`config.mk`:
```
export PLATFORM = sky130hd
export DESIGN_NAME = debug_msg_streamer
export DESIGN_NICKNAME = d
export VERILOG_FILES = /design/src/rtl/debug_msg_streamer_pkg.sv /design/src/rtl/sync_edge_det.sv /design/src/rtl/debug_msg_streamer.sv
export SDC_FILE = /design/constraint.sdc
export NUM_CORES = 1
export LEC_CHECK = 0
export CAP_MARGIN = 20
export CORE_AREA = 2 2 76 78
export DETAILED_ROUTE_END_ITERATION = 16
export DIE_AREA = 0 0 78 80
export PLACE_DENSITY = 0.85
export SETUP_SLACK_MARGIN = 0.15
export SKIP_LAST_GASP = 1
export SLEW_MARGIN = 40
export SYNTH_ARGS = -nofsm -noshare
export SYNTH_HDL_FRONTEND = slang
export SYNTH_SLANG_ARGS = --single-unit
```
`constraint.sdc`:
```
create_clock -name clk -period 3.4 [get_ports clk]
set_input_delay 0.68 -clock clk [delete_from_list [all_inputs] [get_ports clk]]
set_output_delay 0.68 -clock clk [all_outputs]
set_load 0.01 [all_outputs]
```
`src/rtl/debug_msg_streamer_pkg.sv`:
```
// Shared definitions for debug_msg_streamer.
//   state_e        : message FSM states
//   HDR_* / CR/LF  : fixed bytes framing each message
//   hdr_byte()     : header byte lookup by position
package debug_msg_streamer_pkg;

  typedef enum logic [1:0] {
    StIdle   = 2'd0,
    StSend   = 2'd1,
    StGap    = 2'd2,
    StFinish = 2'd3
  } state_e;

  localparam int unsigned HDR_LEN = 5;

  // "DBG: "
  localparam logic [7:0] HDR_B0 = 8'h44;
  localparam logic [7:0] HDR_B1 = 8'h42;
  localparam logic [7:0] HDR_B2 = 8'h47;
  localparam logic [7:0] HDR_B3 = 8'h3A;
  localparam logic [7:0] HDR_B4 = 8'h20;

  localparam logic [7:0] CHAR_CR = 8'h0D;
  localparam logic [7:0] CHAR_LF = 8'h0A;

  function automatic logic [7:0] hdr_byte(input logic [2:0] idx);
    logic [7:0] b;
    case (idx)
      3'd0:    b = HDR_B0;
      3'd1:    b = HDR_B1;
      3'd2:    b = HDR_B2;
      3'd3:    b = HDR_B3;
      3'd4:    b = HDR_B4;
      default: b = 8'h00;
    endcase
    return b;
  endfunction

endpackage

```
`src/rtl/sync_edge_det.sv`:
```
// Three-flop synchronizer followed by a rising-edge detector.
//   i_clk   : system clock
//   i_reset : synchronous active-high reset (clears the synchronizer)
//   i_async : asynchronous input level
//   o_edge  : one-cycle pulse on a synchronized 0->1 transition
module sync_edge_det (
  input  logic i_clk,
  input  logic i_reset,
  input  logic i_async,
  output logic o_edge
);

  logic [2:0] r_sync;
  logic       r_prev;

  always_ff @(posedge i_clk) begin
    if (i_reset) begin
      r_sync <= 3'b000;
      r_prev <= 1'b0;
    end else begin
      r_sync <= {r_sync[1:0], i_async};
      r_prev <= r_sync[2];
    end
  end

  assign o_edge = r_sync[2] & ~r_prev;

endmodule

```
`src/rtl/debug_msg_streamer.sv`:
```
// Streams one debug message per trigger edge to a UART TX byte interface:
// optional "DBG: " header, NUM_BYTES incrementing payload bytes, optional CR LF,
// with GAP_CYCLES idle cycles after each accepted byte.
//   clk, reset          : system clock, synchronous active-high reset
//   trigger             : asynchronous button level, rising edge starts a message
//   start_value         : first payload byte, captured when the message starts
//   abort               : end the current message early
//   tx_ready            : UART can take a byte this cycle
//   tx_valid, tx_data   : byte offer to the UART
//   busy, done, aborted : message status
module debug_msg_streamer
  import debug_msg_streamer_pkg::*;
#(
  parameter int unsigned NUM_BYTES  = 16,
  parameter int unsigned GAP_CYCLES = 16,
  parameter bit          HDR_EN     = 1'b1,
  parameter bit          EOL_EN     = 1'b1
) (
  input  logic       clk,
  input  logic       reset,
  input  logic       trigger,
  input  logic [7:0] start_value,
  input  logic       abort,
  input  logic       tx_ready,
  output logic       tx_valid,
  output logic [7:0] tx_data,
  output logic       busy,
  output logic       done,
  output logic       aborted
);

  localparam int unsigned HdrLen     = HDR_EN ? HDR_LEN : 0;
  localparam int unsigned EolLen     = EOL_EN ? 2 : 0;
  localparam int unsigned TotalBytes = HdrLen + NUM_BYTES + EolLen;

  localparam logic [9:0]  LastIdx   = 10'(TotalBytes - 1);
  localparam logic [9:0]  HdrLenW   = 10'(HdrLen);
  localparam logic [9:0]  NumBytesW = 10'(NUM_BYTES);
  localparam bit          GapEn     = (GAP_CYCLES != 0);
  localparam logic [15:0] GapLast   = GapEn ? 16'(GAP_CYCLES - 1) : 16'd0;

  state_e      r_state;
  logic [9:0]  r_idx;
  logic [7:0]  r_start;
  logic [15:0] r_gap;
  logic        r_abort_pend;
  logic        r_aborted;

  state_e      w_state_nxt;
  logic [9:0]  w_idx_nxt;
  logic [7:0]  w_start_nxt;
  logic [15:0] w_gap_nxt;
  logic        w_abort_pend_nxt;
  logic        w_aborted_nxt;

  logic        w_edge;
  logic [9:0]  w_pay_idx;
  logic [7:0]  w_byte;
  logic        w_last;

  sync_edge_det u_sync_edge_det (
    .i_clk   (clk),
    .i_reset (reset),
    .i_async (trigger),
    .o_edge  (w_edge)
  );

  // Byte selection from the message index.
  assign w_pay_idx = r_idx - HdrLenW;
  assign w_last    = (r_idx == LastIdx);

  always_comb begin
    w_byte = 8'h00;
    if (HDR_EN && (r_idx < HdrLenW)) begin
      w_byte = hdr_byte(r_idx[2:0]);
    end else if (w_pay_idx < NumBytesW) begin
      w_byte = r_start + w_pay_idx[7:0];  // wraps at 8 bits
    end else if (w_pay_idx == NumBytesW) begin
      w_byte = CHAR_CR;
    end else begin
      w_byte = CHAR_LF;
    end
  end

  always_ff @(posedge clk) begin
    if (reset) begin
      r_state      <= StIdle;
      r_idx        <= 10'd0;
      r_start      <= 8'h00;
      r_gap        <= 16'd0;
      r_abort_pend <= 1'b0;
      r_aborted    <= 1'b0;
    end else begin
      r_state      <= w_state_nxt;
      r_idx        <= w_idx_nxt;
      r_start      <= w_start_nxt;
      r_gap        <= w_gap_nxt;
      r_abort_pend <= w_abort_pend_nxt;
      r_aborted    <= w_aborted_nxt;
    end
  end

  always_comb begin
    w_state_nxt      = r_state;
    w_idx_nxt        = r_idx;
    w_start_nxt      = r_start;
    w_gap_nxt        = r_gap;
    w_abort_pend_nxt = r_abort_pend;
    w_aborted_nxt    = r_aborted;

    unique case (r_state)
      StIdle: begin
        w_abort_pend_nxt = 1'b0;
        w_aborted_nxt    = 1'b0;
        if (w_edge) begin
          w_start_nxt = start_value;
          w_idx_nxt   = 10'd0;
          w_gap_nxt   = 16'd0;
          w_state_nxt = StSend;
        end
      end

      StSend: begin
        // An abort seen while the UART stalls is remembered; the pending byte
        // still completes its handshake before the message ends.
        if (abort) begin
          w_abort_pend_nxt = 1'b1;
        end
        if (tx_ready) begin
          if (w_last) begin
            w_aborted_nxt = 1'b0;
            w_state_nxt   = StFinish;
          end else if (abort || r_abort_pend) begin
            w_aborted_nxt = 1'b1;
            w_state_nxt   = StFinish;
          end else begin
            w_idx_nxt   = r_idx + 10'd1;
            w_gap_nxt   = 16'd0;
            w_state_nxt = GapEn ? StGap : StSend;
          end
        end
      end

      StGap: begin
        if (abort) begin
          w_aborted_nxt = 1'b1;
          w_state_nxt   = StFinish;
        end else if (r_gap == GapLast) begin
          w_state_nxt = StSend;
        end else begin
          w_gap_nxt = r_gap + 16'd1;
        end
      end

      StFinish: begin
        w_abort_pend_nxt = 1'b0;
        w_state_nxt      = StIdle;
      end

      default: begin
        w_state_nxt = StIdle;
      end
    endcase
  end

  // Outputs decode straight from registered state, so reset forces them at once.
  assign tx_valid = (r_state == StSend);
  assign tx_data  = tx_valid ? w_byte : 8'h00;
  assign busy     = (r_state != StIdle);
  assign done     = (r_state == StFinish);
  assign aborted  = done & r_aborted;

endmodule

```
# == Yosys cells after proc, flatten, opt, wreduce, memory -nomap -nowiden ==
# Index checks and enable logic that the tools add are counted.
# word_totals
mem_bits_rw,0
input_bits,13
mem_count,0
register_bits,42
latch_bits,0
romBits,0
wordCells,81
output_inout_bits,12
# op_classes
eq_ne,20
mux,30
shifts,0
n_reduce_logical,14
div_mod_pow,0
n_bitwise,3
mul,0
n_lt_le_gt_ge,2
n_addsub,4
# op_table
operator,count
$mux 16,6
$pmux 16 s3,1
$mux 10,4
$pmux 7 s5,1
$mux 8,3
$eq 10x5->1 const B,2
$pmux 10 s2,1
$add 16x1->16 const B,1
$eq 16x4->1 const B,1
$ne 2x2->1 const B,7
$add 10x1->10 const B,1
$lt 10x3->1 const B,1
$lt 10x5->1 const B,1
$sub 10x3->10 const B,1
$add 8x8->8,1
$mux 2,4
$pmux 2 s4,1
$reduce_and 7->1,1
$eq 3x2->1 const B,2
$mux 1,6
$reduce_bool 2->1,3
$reduce_and 5->1,1
$eq 2x2->1 const B,2
$reduce_and 2->1,2
other kinds (18),19

# == Depth between registers and ports, before layout ==
# logic_depth
depth_word,6
ltp_mapped,11
ltp_nobuf,11

# == Hierarchy ==
# Synthesis repeated with hierarchy kept, for this count alone.
# hier_totals
hier_cells,348
hier_area_um2,2786.4
# modules_own_cells
mod,area_per_inst_um2,n_inst,seq_area_each_um2,cells_each
debug_msg_streamer,2675.1,1,760.7,339
sync_edge_det,111.4,1,80.1,9

# == Worst setup path after synthesis ==
# Ideal clock, no wire load.
# synth_path
path_type,reg-to-output
start,register r_idx[0]
end,output tx_data[5]
path_slack_ns,0.234
arrival_ns,2.486
t_required_ns,2.720
n_path_buf,0
path_stages_with_launch,12
path_cell_list,dfxtp_1 > inv_1 > ha_1 > nor2b_1 > nor2_1 > xor2_1 > ha_1 > nand3_1 > o2111ai_1 > xor2_1 > nand4_1 > a211oi_1
# synth_via
elab_chain_cells,5
word_cells_on_any_way,13
cone_classes,add/sub (2); order compare (2); eq/ne (4); mux (4); reduce/logical (1)
# synth_rtl
item,line,source
from (decl),debug_msg_streamer.sv:43,logic [9:0] r_idx;
from (signal assigned),debug_msg_streamer.sv:95,r_idx <= w_idx_nxt;
$sub 10x3->10,debug_msg_streamer.sv:69,assign w_pay_idx = r_idx - HdrLenW;
$add 8x8->8 / $lt 10x5->1 (equally long branches),"debug_msg_streamer.sv:77, debug_msg_streamer.sv:76",
$mux 8,debug_msg_streamer.sv:76,end else if (w_pay_idx < NumBytesW) begin
$mux 8 (*),debug_msg_streamer.sv:74,if (HDR_EN && (r_idx < HdrLenW)) begin
$mux 8 (*),debug_msg_streamer.sv:168,assign tx_data = tx_valid ? w_byte : 8'h00;
to (decl),debug_msg_streamer.sv:26,"output logic [7:0] tx_data,"
# Every way passes the cells marked *; elsewhere a longest branch is shown, timed or not.

# == Worst setup path after layout ==
# layout_path
start,register r_idx[1]
end,output tx_data[7]
# Same word-level chain as after synthesis.

==> results.py <==
metrics = {
    "run_status": {
        "status": "completed",
    },
    "placed_design": {
        "port-buffer-count": 24,
        "dpl.hpwl_um": 5290,
        "place.gp.congestion": 0.944,
        "detailedPlace.worstSlack_ns": -0.0451,
    },
    "routing": {
        "route.detailed.drc": 0,
        "via_count": 2894,
        "post_drt_via_cell_ratio": 6.09,
        "dr.first_iter.drc_count": 254,
        "wire_per_inst_um": 16.2,
        "first_pass_iters": 4,
        "final_antenna_net_count": 0,
        "finalWirelength_um": 7710,
    },
    "floorplan": {
        "die_x_um": 78,
        "rows": 27,
        "core_area_um2": 5410,
        "die_height_um": 80,
        "boundaryPins": 25,
        "fp.dieArea_um2": 6240,
        "initial_core_util_pct": 54.1,
    },
    "sta": {
        "timing_max_transition_violations_final": 0,
        "finalSetupViolCount": 0,
        "hold_viol_final": 0,
        "setup_ws_ns": 0.0682,
        "worst-slew-pin-transition_ns": 0.739,
        "min_period_ns": 3.33,
        "final_min_period_over_clock_period_pct": 98.0,
        "timing.max_slew.rel_slack_pct": 50.7,
        "grt_setup_unrepaired": "true",
        "fin_worst_skew_ns": 0.00544,
        "timing.fmax_ghz": 0.300,
    },
    "global_route": {
        "gr-total-overflow": 0,
        "grt_first_pass_wirelength_um": 12400,
        "global_route.usage.total_pct": 24.9,
        "grt_max_degree": 25,
        "first_global_vias": 2769,
        "initial_antenna_violation_count": 0,
    },
    "setup_path": {
        "crit_type": "reg -> out",
        "worst_setup_end_kind": "output port",
        "startpoint_type": "register",
        "crit_arrival_ns": 2.65,
        "timing.critical_path.required_ns": 2.72,
        "timing.critical_path.fanout_max": 5,
    },
    "cts": {
        "cts.hold.buffers_added": 0,
        "clk_pin_slew_worst_paths_ns": 0.08,
        "tritoncts": "done",
        "clockBufferDepth": 2,
        "cts_inserted_buffers": 5,
        "clockRootBuffer": "sky130_fd_sc_hd__clkbuf_8",
        "cts_max_level": 2,
        "worst_skew_pair.late_latency_ns": 0.29,
        "tritoncts_num_sinks": 42,
    },
    "pwr": {
        "vdd.ir_drop.worst_mv": 0.395,
        "power_per_cell_area_nw_per_um2": 376,
        "total_power_draw_mw": 1.34,
        "static-leakage-power_nw": 1.17,
    },
    "yosys": {
        "mappedNetlistArea_um2": 2920,
        "syn_nets": 398,
        "postSynthAreaPerCell_um2": 8.00,
        "synthDistinctLibCells": 59,
        "synth-compound-area-share_pct": 24.1,
        "synth_simple_gate_area_share_pct": 29.9,
        "async_flop_share_pct": 0,
        "synth.area.mux_share_pct": 0.343,
        "synth_xor_xnor_area_share_pct": 3.30,
        "post_synth_fa_ha_maj_area_fraction_pct": 8.82,
        "ys.flop_type": "sky130_fd_sc_hd__dfxtp_1",
        "syn_inst": 365,
        "ys_seq_area_share_pct": 28.8,
        "ys.warnings.count": 0,
        "ys_seq_elements": 42,
        "synth_edf_count": 0,
        "synth_top_family_by_area": "simple AND/OR/NAND/NOR gates",
    },
    "run": {
        "cap_viol_max_count": 0,
    },
    "layout": {
        "nets": 435,
        "flow.area_growth_from_synthesis_pct": 21.6,
        "layout-drive-gt1-share_pct": 19.4,
        "finalCoreUtilization_pct": 65.7,
        "n_antenna_cell": 0,
    },
    "min_path": {
        "worst_hold_path_type": "reg -> reg",
    },
}
[flip-flops by register name, summed over array words and instances (netlist names)]
register                count
r_abort_pend                1
r_aborted                   1
r_gap                      16
r_idx                      10
r_start                     8
r_state                     2
u_sync_edge_det.r_prev      1
u_sync_edge_det.r_sync      3
[cell families (layout without fill, tap and decap cells)]
| logic type | count (synthesis) | count (layout) |
|---|---|---|
| and+or+nand+nor | 151 | 151 |
| xor gates and xnor gates | 11 | 11 |
| muxes | 1 | 1 |
| adders and majority gates | 20 | 20 |
| DFF | 42 | 42 |
| buffers and inverters | 33 | 71 |
| AOI/OAI and AO/OA | 107 | 107 |
[cell type report]
class | instances | area [um^2]
clock buffers | 7 | 86.3
fillers | 453 | 1850
repair buffers | 47 | 385
multi-input cells | 290 | 2080
inverters | 16 | 60.1
well taps | 72 | 90.1
clock inverters | 1 | 5.00
flip-flops and latches | 42 | 845
[cell usage in the layout (no fill, tap or decap), types with 3 or more instances in the layout]
cell type                         Yosys  routed
sky130_fd_sc_hd__xor2_1               5       5
sky130_fd_sc_hd__nand3_1             23      21
sky130_fd_sc_hd__ha_1                19      14
sky130_fd_sc_hd__o21ai_0             18      17
sky130_fd_sc_hd__inv_1               16      14
sky130_fd_sc_hd__xnor2_1              6       6
sky130_fd_sc_hd__a21oi_1             42      40
sky130_fd_sc_hd__or2_2                4       4
sky130_fd_sc_hd__nor2_1              14      13
sky130_fd_sc_hd__dfxtp_1             42      39
sky130_fd_sc_hd__clkbuf_8             0       6
sky130_fd_sc_hd__nor3_1              11      11
sky130_fd_sc_hd__clkdlybuf4s50_1      0      16
sky130_fd_sc_hd__nand2b_1             6       5
sky130_fd_sc_hd__o211ai_1             3       3
sky130_fd_sc_hd__and2_1               3       3
sky130_fd_sc_hd__o31ai_1              8       7
sky130_fd_sc_hd__or3_1               13      13
sky130_fd_sc_hd__buf_4                2      23
sky130_fd_sc_hd__ha_4                 0       3
sky130_fd_sc_hd__buf_2                8       4
sky130_fd_sc_hd__dfxtp_2              0       3
sky130_fd_sc_hd__nor2b_1             12      11
sky130_fd_sc_hd__nand2_1             30      30
sky130_fd_sc_hd__nand4_1              9       9
sky130_fd_sc_hd__o21a_1               9       8
sky130_fd_sc_hd__or4_1                8       8
[routing by layer]
metal	up-vias	global-route usage (%)	part of all wire, %
met5	-	0	0
met4	0	12.8	3.5
met3	30	4.75	5.7
met2	111	43.3	50
met1	1331	29.1	41
li1	1422	-	-
[Yosys cell counts, types with 3 or more instances]
| master | number | area (um^2) |
|---|---|---|
| sky130_fd_sc_hd__o31ai_1 | 8 | 60.1 |
| sky130_fd_sc_hd__and2_1 | 3 | 18.8 |
| sky130_fd_sc_hd__nor2b_1 | 12 | 75.1 |
| sky130_fd_sc_hd__ha_1 | 19 | 238 |
| sky130_fd_sc_hd__clkbuf_1 | 7 | 26.3 |
| sky130_fd_sc_hd__nand2b_1 | 6 | 37.5 |
| sky130_fd_sc_hd__a211oi_1 | 3 | 22.5 |
| sky130_fd_sc_hd__xor2_1 | 5 | 43.8 |
| sky130_fd_sc_hd__nand4_1 | 9 | 56.3 |
| sky130_fd_sc_hd__or2_2 | 4 | 25.0 |
| sky130_fd_sc_hd__or4_1 | 8 | 60.1 |
| sky130_fd_sc_hd__dfxtp_1 | 42 | 841 |
| sky130_fd_sc_hd__nor2_1 | 14 | 52.6 |
| sky130_fd_sc_hd__o21a_1 | 9 | 67.6 |
| sky130_fd_sc_hd__nand3_1 | 23 | 115 |
| sky130_fd_sc_hd__o2111ai_1 | 3 | 26.3 |
| sky130_fd_sc_hd__or3_1 | 13 | 81.3 |
| sky130_fd_sc_hd__o211ai_1 | 3 | 22.5 |
| sky130_fd_sc_hd__buf_2 | 8 | 40.0 |
| sky130_fd_sc_hd__a21oi_1 | 42 | 210 |
| sky130_fd_sc_hd__xnor2_1 | 6 | 52.6 |
| sky130_fd_sc_hd__nand2_1 | 30 | 113 |
| sky130_fd_sc_hd__inv_1 | 16 | 60.1 |
| sky130_fd_sc_hd__nor3_1 | 11 | 55.1 |
| sky130_fd_sc_hd__o21ai_0 | 18 | 90.1 |
[critical path, cell delays in order, from the launching register on]
cell and delay (ns):
sky130_fd_sc_hd__dfxtp_2 0.34, sky130_fd_sc_hd__inv_2 0.06, sky130_fd_sc_hd__ha_4 0.17, sky130_fd_sc_hd__nor2b_4 0.13, sky130_fd_sc_hd__nor2_2 0.06, sky130_fd_sc_hd__xor2_1 0.19
sky130_fd_sc_hd__ha_1 0.41, sky130_fd_sc_hd__nand3_2 0.12, sky130_fd_sc_hd__buf_4 0.15, sky130_fd_sc_hd__o2111ai_2 0.15, sky130_fd_sc_hd__o211ai_1 0.12, sky130_fd_sc_hd__xnor2_1 0.14
sky130_fd_sc_hd__nor3_1 0.16, sky130_fd_sc_hd__buf_2 0.16
[final timing paths]
path	endpoint	start	cells after the start	slack (ns)
setup reg to reg	r_gap[9]	r_state[1]	8	0.75
hold reg to reg	u_sync_edge_det.r_sync[2]	u_sync_edge_det.r_sync[1]	1	0.44
setup / recovery	tx_data[7]	r_idx[1]	13	0.07
hold / removal	u_sync_edge_det.r_sync[2]	u_sync_edge_det.r_sync[1]	1	0.44
[power by group]
group	leakage (nW)	internal [mW]	switching [mW]	total, mW
registers	0.341	0.507	0.0132	0.520
logic	0.782	0.183	0.304	0.487
clock network	0.0482	0.164	0.166	0.330
total	1.17	0.854	0.483	1.34
[per-stage QoR]
stage | area (um^2) | cells | hold WS, ns | TNS, ns
floorplan | 2920 | 365 | 0.414 | 0
global placement | 3310 | 462 | 0.416 | 0
detailed placement | 3310 | 462 | 0.427 | -0.0621
CTS | 3460 | 473 | 0.446 | -0.0260
global route | 3550 | 475 | 0.470 | -0.286
finish | 3550 | 475 | 0.439 | 0
[timing repair]
action / in CTS / in global routing
buffers inserted: 3 / 2
setup endpoints to repair: 8 / 8
hold endpoints to repair: 0 / 0
gates resized for setup: 28 / 28
pin swaps: 4 / 17
Power figures use the tool's default switching activity.
